==> config.mk <==
export PLATFORM = sky130hd
export DESIGN_NAME = mem_port_arbiter
export DESIGN_NICKNAME = d
export VERILOG_FILES = /design/src/rtl/mem_port_arbiter_pkg.sv /design/src/rtl/mem_port_arbiter_lat_timer.sv /design/src/rtl/mem_port_arbiter.sv
export SDC_FILE = /design/constraint.sdc
export NUM_CORES = 1
export LEC_CHECK = 0
export BUFFER_PORTS_ARGS = -buffer_cell sky130_fd_sc_hd__buf_4
export CAP_MARGIN = 0
export CORE_UTILIZATION = 46
export CTS_CLUSTER_SIZE = 14
export DETAILED_ROUTE_END_ITERATION = 6
export PLACE_DENSITY = 0.79
export SYNTH_ARGS = -nofsm -noshare
export SYNTH_HDL_FRONTEND = slang
export SYNTH_HIERARCHICAL = 1
export SYNTH_SLANG_ARGS = --single-unit
export TNS_END_PERCENT = 20
==> constraint.sdc <==
create_clock -name clk -period 4.6 [get_ports clk]
set_clock_uncertainty 0.1 [all_clocks]
set_input_delay 0.23 -clock clk [delete_from_list [all_inputs] [get_ports clk]]
set_output_delay 0.23 -clock clk [all_outputs]
set_load 0.005 [all_outputs]
==> src/rtl/mem_port_arbiter_pkg.sv <==
// Shared types for the IF/DM unified-memory port arbiter.
// State and owner encodings plus latency-counter sizing.
package mem_port_arbiter_pkg;

  localparam int ARB_STATE_LENGTH = 2;
  localparam int MEM_LAT_MAX      = 8;
  localparam int LAT_W            = $clog2(MEM_LAT_MAX);

  typedef enum logic [ARB_STATE_LENGTH-1:0] {
    ARB_IDLE  = 2'd0,
    ARB_ISSUE = 2'd1,
    ARB_WAIT  = 2'd2,
    ARB_DONE  = 2'd3
  } arb_state_e;

  typedef enum logic {
    ARB_OWNER_IF = 1'b0,
    ARB_OWNER_DM = 1'b1
  } arb_owner_e;

  function automatic logic is_misaligned(input logic [1:0] lsb);
    return |lsb;
  endfunction

endpackage

==> src/rtl/mem_port_arbiter_lat_timer.sv <==
// Loadable down-counter timing the fixed memory read latency.
// o_zero flags the cycle in which memory read data is valid.
module mem_lat_timer
  import mem_port_arbiter_pkg::*;
(
  input  logic             clk,
  input  logic             rst,
  input  logic             i_load,
  input  logic [LAT_W-1:0] i_load_val,
  input  logic             i_dec,
  output logic             o_zero
);

  logic [LAT_W-1:0] r_cnt;

  always_ff @(posedge clk or posedge rst) begin
    if (rst) begin
      r_cnt <= '0;
    end else if (i_load) begin
      r_cnt <= i_load_val;
    end else if (i_dec && (r_cnt != '0)) begin
      r_cnt <= r_cnt - 1'b1;
    end
  end

  assign o_zero = (r_cnt == '0);

endmodule

==> src/rtl/mem_port_arbiter.sv <==
// Arbitrates fetch and data-port accesses onto one synchronous memory.
// DM has fixed priority; DONE hands straight over to a waiting other port.
module mem_port_arbiter
  import mem_port_arbiter_pkg::*;
#(
  parameter int ADDR_W  = 10,
  parameter int DATA_W  = 32,
  parameter int MEM_LAT = 1
) (
  input  logic              clk,
  input  logic              rst,
  input  logic              if_req,
  input  logic [31:0]       if_addr,
  output logic [DATA_W-1:0] if_rdata,
  output logic              if_ready,
  output logic              if_err,
  input  logic              dm_req,
  input  logic              dm_we,
  input  logic [31:0]       dm_addr,
  input  logic [DATA_W-1:0] dm_wdata,
  output logic [DATA_W-1:0] dm_rdata,
  output logic              dm_ready,
  output logic              dm_err,
  output logic              stall_if,
  output logic              stall_dm,
  output logic              mem_en,
  output logic              mem_we,
  output logic [ADDR_W-1:0] mem_addr,
  output logic [DATA_W-1:0] mem_wdata,
  input  logic [DATA_W-1:0] mem_rdata
);

  localparam logic [LAT_W-1:0] LAT_LOAD = LAT_W'(MEM_LAT - 1);

  arb_state_e          r_state;
  arb_state_e          w_next;
  arb_owner_e          r_owner;
  logic                r_we;
  logic [ADDR_W+1:0]   r_addr;
  logic [DATA_W-1:0]   r_wdata;
  logic [DATA_W-1:0]   r_if_rdata;
  logic [DATA_W-1:0]   r_dm_rdata;
  logic                r_if_ready;
  logic                r_dm_ready;
  logic                r_if_err;
  logic                r_dm_err;

  logic w_grant_if;
  logic w_grant_dm;
  logic w_cnt_load;
  logic w_cnt_dec;
  logic w_cnt_zero;
  logic w_done_en;
  logic w_own_if;
  logic w_own_dm;
  logic w_err;
  logic w_unused;

  assign w_unused = ^{if_addr[31:ADDR_W+2], dm_addr[31:ADDR_W+2]};

  mem_lat_timer u_timer (
    .clk        (clk),
    .rst        (rst),
    .i_load     (w_cnt_load),
    .i_load_val (LAT_LOAD),
    .i_dec      (w_cnt_dec),
    .o_zero     (w_cnt_zero)
  );

  always_comb begin
    w_next     = r_state;
    w_grant_if = 1'b0;
    w_grant_dm = 1'b0;
    w_cnt_load = 1'b0;
    w_cnt_dec  = 1'b0;
    w_done_en  = 1'b0;
    unique case (r_state)
      ARB_IDLE: begin
        if (dm_req) begin
          w_grant_dm = 1'b1;
          w_next     = ARB_ISSUE;
        end else if (if_req) begin
          w_grant_if = 1'b1;
          w_next     = ARB_ISSUE;
        end
      end
      ARB_ISSUE: begin
        w_cnt_load = 1'b1;
        w_next     = ARB_WAIT;
      end
      ARB_WAIT: begin
        if (w_cnt_zero) begin
          w_done_en = 1'b1;
          w_next    = ARB_DONE;
        end else begin
          w_cnt_dec = 1'b1;
        end
      end
      ARB_DONE: begin
        // the finishing owner's req is still high here and is masked
        if ((r_owner == ARB_OWNER_DM) && if_req) begin
          w_grant_if = 1'b1;
          w_next     = ARB_ISSUE;
        end else if ((r_owner == ARB_OWNER_IF) && dm_req) begin
          w_grant_dm = 1'b1;
          w_next     = ARB_ISSUE;
        end else begin
          w_next = ARB_IDLE;
        end
      end
      default: w_next = ARB_IDLE;
    endcase
  end

  assign w_own_if = w_done_en && (r_owner == ARB_OWNER_IF);
  assign w_own_dm = w_done_en && (r_owner == ARB_OWNER_DM);
  assign w_err    = is_misaligned(r_addr[1:0]);

  always_ff @(posedge clk or posedge rst) begin
    if (rst) begin
      r_state <= ARB_IDLE;
      r_owner <= ARB_OWNER_IF;
      r_we    <= 1'b0;
      r_addr  <= '0;
      r_wdata <= '0;
    end else begin
      r_state <= w_next;
      if (w_grant_dm) begin
        r_owner <= ARB_OWNER_DM;
        r_we    <= dm_we;
        r_addr  <= dm_addr[ADDR_W+1:0];
        r_wdata <= dm_wdata;
      end else if (w_grant_if) begin
        r_owner <= ARB_OWNER_IF;
        r_we    <= 1'b0;
        r_addr  <= if_addr[ADDR_W+1:0];
        r_wdata <= '0;
      end
    end
  end

  always_ff @(posedge clk or posedge rst) begin
    if (rst) begin
      r_if_ready <= 1'b0;
      r_dm_ready <= 1'b0;
      r_if_err   <= 1'b0;
      r_dm_err   <= 1'b0;
      r_if_rdata <= '0;
      r_dm_rdata <= '0;
    end else begin
      r_if_ready <= w_own_if;
      r_dm_ready <= w_own_dm;
      r_if_err   <= w_own_if && w_err;
      r_dm_err   <= w_own_dm && w_err;
      if (w_own_if) begin
        r_if_rdata <= mem_rdata;
      end
      // stores leave the load data register untouched
      if (w_own_dm && !r_we) begin
        r_dm_rdata <= mem_rdata;
      end
    end
  end

  assign if_rdata  = r_if_rdata;
  assign if_ready  = r_if_ready;
  assign if_err    = r_if_err;
  assign dm_rdata  = r_dm_rdata;
  assign dm_ready  = r_dm_ready;
  assign dm_err    = r_dm_err;
  assign stall_if  = if_req & ~r_if_ready;
  assign stall_dm  = dm_req & ~r_dm_ready;
  assign mem_en    = (r_state == ARB_ISSUE);
  assign mem_we    = mem_en & r_we;
  assign mem_addr  = r_addr[ADDR_W+1:2];
  assign mem_wdata = r_wdata;

endmodule

==> results_dict.tcl <==
set metrics [dict create \
    status "complete, no violations" \
    tritoncts "yes" \
    gp_congestion 0.7616 \
    worst_setup_path_end_kind "register" \
    clockBufferDepth 2 \
    r2r-end "r_addr[0]$_DFFE_PP0P_" \
    layout_setup_ws_ns 1.667 \
    start_kind "register" \
    power_frac_comb_pct 42.2 \
    via_per_inst 5.148 \
    dp_hpwl_mm 8.288 \
    hold_viol 0 \
    clock.fmax_mhz 340.9 \
    synth_edf_count 0 \
    grt_pass1_vias 4626 \
    relSlewSlack_pct 23.05 \
    postCtsHoldBufs 90 \
    synth.distinct_cells 30 \
    worstPathRequired_ns 4.94 \
    overflow 0 \
    wl_per_cell_um 17.32 \
    post-route-util_pct 76.04 \
    dieArea_um2 11160 \
    setup-violations-final 0 \
    drv_slew 0 \
    first_pass_iters 5 \
    critical_path_class "register to register" \
    syn2layout_area_growth_pct 59.58 \
    preCtsSetupSlack_ns 1.957 \
    core.rowCount 37 \
    htree_num_levels 4 \
    cts_inserted_buffers 17 \
    ys_async_sr_fraction_pct 100.0 \
    intPower_uw 3554 \
    dr_total_vias 4396 \
    power_frac_seq_pct 35.5 \
    tightestPinTransition_ns 1.154 \
    cp_max_fo 12 \
    fin_cells 854 \
    r2r_cells 7 \
    die_h_um 105.6 \
    portBuffers 206 \
    clock_power_share_pct 22.3 \
    min_path_type "input pin to register" \
    synth_ff_type "dfrtp_1" \
    antenna_left 0 \
    p_leak_uw 0.004108 \
    swShare_pct 31.80 \
    die_x_um 105.6 \
    timing.hold.worst.start "if_req" \
    fin_setup_tns_ns 0 \
    ir_drop_v 0.0004190 \
    rsz0062_at_grt "no" \
    power-per-cell-area_nw_per_um2 660.8 \
    ys_ff_latch 119 \
    placedCellCount 732 \
    r2r_start "r_state[0]$_DFFE_PP0P_" \
    num-nets-final 844 \
    crit_start "r_state[0]$_DFFE_PP0P_" \
    clkSinkCount 119 \
    grt_max_degree 77 \
    fillCellCount 614 \
    cts_setup_buffers 0 \
    io_pins 247 \
    arrival_ns 3.28 \
    fin_area_um2 7885 \
    netlist_area_um2 4941 \
    cts_root_buf "clkbuf_8" \
    seq_area_frac_synth_pct 60.27 \
    place_area_um2 6460 \
    fin_crit_sh_pct 63.77 \
    wl_mm 14.79 \
    endpoint "r_addr[0]$_DFFE_PP0P_" \
    clock_insertion_delay_worst_skew_ns 0.51 \
    max-cap-violations 0 \
    avgSynthCellArea_um2 11.85 \
    core_region_area_um2 10370 \
    post-route-min-period_ns 2.933 \
    grtUsageTotal_pct 27.79 \
    antenna_found_initial 1 \
    clkTransAtPathRegs_ns 0.06 \
    synth_cells 417 \
    drc 0 \
    r2r_setup_slack_ns 1.67 \
    initial_utilization_pct 47.65 \
    final_layout_size_suffix_gt1_share_pct 38.21 \
    ctsResizeCount 0 \
    drt_iter0_markers 213 \
    switchingPower_uw 1657 \
    grt_pass1_wl_mm 23.72 \
    yosysWarnings 6 \
]
metal layers:
metal	vias to the layer above	share of wire (%)	global-route usage (%)
li1	1966	-	-
met1	2146	40	33.53
met2	241	50	46.27
met3	43	7.1	8.596
met4	0	2.8	11.31
met5	-	0	0
worst max-delay path, stage by stage (launching register included):
cell and delay, ns:
dfrtp_1 0.43, inv_1 0.09, ha_1 0.34, nand2b_1 0.18, a21oi_1 0.76, a21oi_1 0.19
a21oi_1 0.20, dlygate4sd3_1 0.57
synthesized netlist by cell type, types with 4 or more instances:
cell | count | area share [%]
inv_1 | 9 | 0.68
nor2_1 | 16 | 1.2
nand2b_1 | 4 | 0.51
clkbuf_1 | 4 | 0.30
ha_1 | 6 | 1.5
dfrtp_1 | 119 | 60
buf_2 | 9 | 0.91
buf_6 | 8 | 1.8
buf_4 | 11 | 1.7
a22o_1 | 33 | 5.8
a21oi_1 | 26 | 2.6
mux2_4 | 30 | 9.1
nor2b_1 | 7 | 0.89
nand2_1 | 113 | 8.6
cell families (layout without fill, tap and decap cells):
logic type               after synthesis  in the layout  synth area share [%]
adder cells (fa/ha/maj)                6              6                 1.519
flip-flops                           119            119                 60.27
AND/OR/NAND/NOR                      148            148                 12.74
other                                  1              4               0.07590
multiplexers                          33             33                 9.800
AO/OA/AOI/OAI                         69             69                 10.21
buffers and inverters                 41            339                 5.394
cell usage in the layout (no fill, tap or decap), types with 4 or more instances in the layout:
cell and count:
ha_1 6, nand2_1 113, mux2_4 30, clkinv_2 5, buf_4 209, inv_1 8
nor2b_1 7, dlygate4sd3_1 90, clkbuf_1 4, dfrtp_1 119, nor2_1 16, clkbuf_16 16
a21oi_1 26, a22o_1 33
stage by stage:
stage | hold slack [ns] | total power [uW]
3_5_place_dp | 0.03903 | 3784
5_1_grt | 0.04344 | 5524
2_1_floorplan | -0.1164 | 2906
3_3_place_gp | 0.03367 | 3694
4_1_cts | 0.01438 | 5160
6_report | 0.04536 | 5211
how the worst min path moves through the flow:
stage,end,slack [ns],depth (start not counted)
2_1_floorplan,u_timer/r_cnt[0]$_DFFE_PP0P_,-0.12,1
3_3_place_gp,u_timer/r_cnt[2]$_DFFE_PP0P_,0.03,2
3_5_place_dp,u_timer/r_cnt[2]$_DFFE_PP0P_,0.04,2
4_1_cts,r_state[1]$_DFFE_PP0P_,0.01,3
5_1_grt,r_state[1]$_DFFE_PP0P_,0.04,3
6_report,r_state[1]$_DFFE_PP0P_,0.05,3
registers in the layout, indices dropped and copies added, names as in the netlist:
register       cells
dm_rdata          32
r_state            2
dm_err             1
u_timer/r_cnt      3
r_we               1
r_owner            1
if_err             1
if_rdata          32
r_addr            12
mem_wdata         32
dm_ready           1
if_ready           1
power by group through the flow:
stage | sequential [uW] | combinational [uW] | clock (uW)
after floorplan | 1820 | 1080 | 0
after global placement | 1810 | 1880 | 0
after detailed placement | 1830 | 1950 | 0
after CTS | 1830 | 2150 | 1190
after global routing | 1900 | 2380 | 1240
final | 1850 | 2200 | 1160
cell type report:
type / instances / area (um^2) / area share [%]
Tap cell: 136 / 170.2 / 2.158
Inverter: 9 / 36.28 / 0.4602
Multi-Input combinational cell: 259 / 1707 / 21.64
Timing Repair Buffer: 299 / 2470 / 31.32
Sequential cell: 119 / 2978 / 37.77
Clock inverter: 9 / 78.83 / 0.9997
Antenna cell: 1 / 2.502 / 0.03174
Clock buffer: 22 / 442.9 / 5.617
Note: power is estimated with default switching activity, not from simulation.
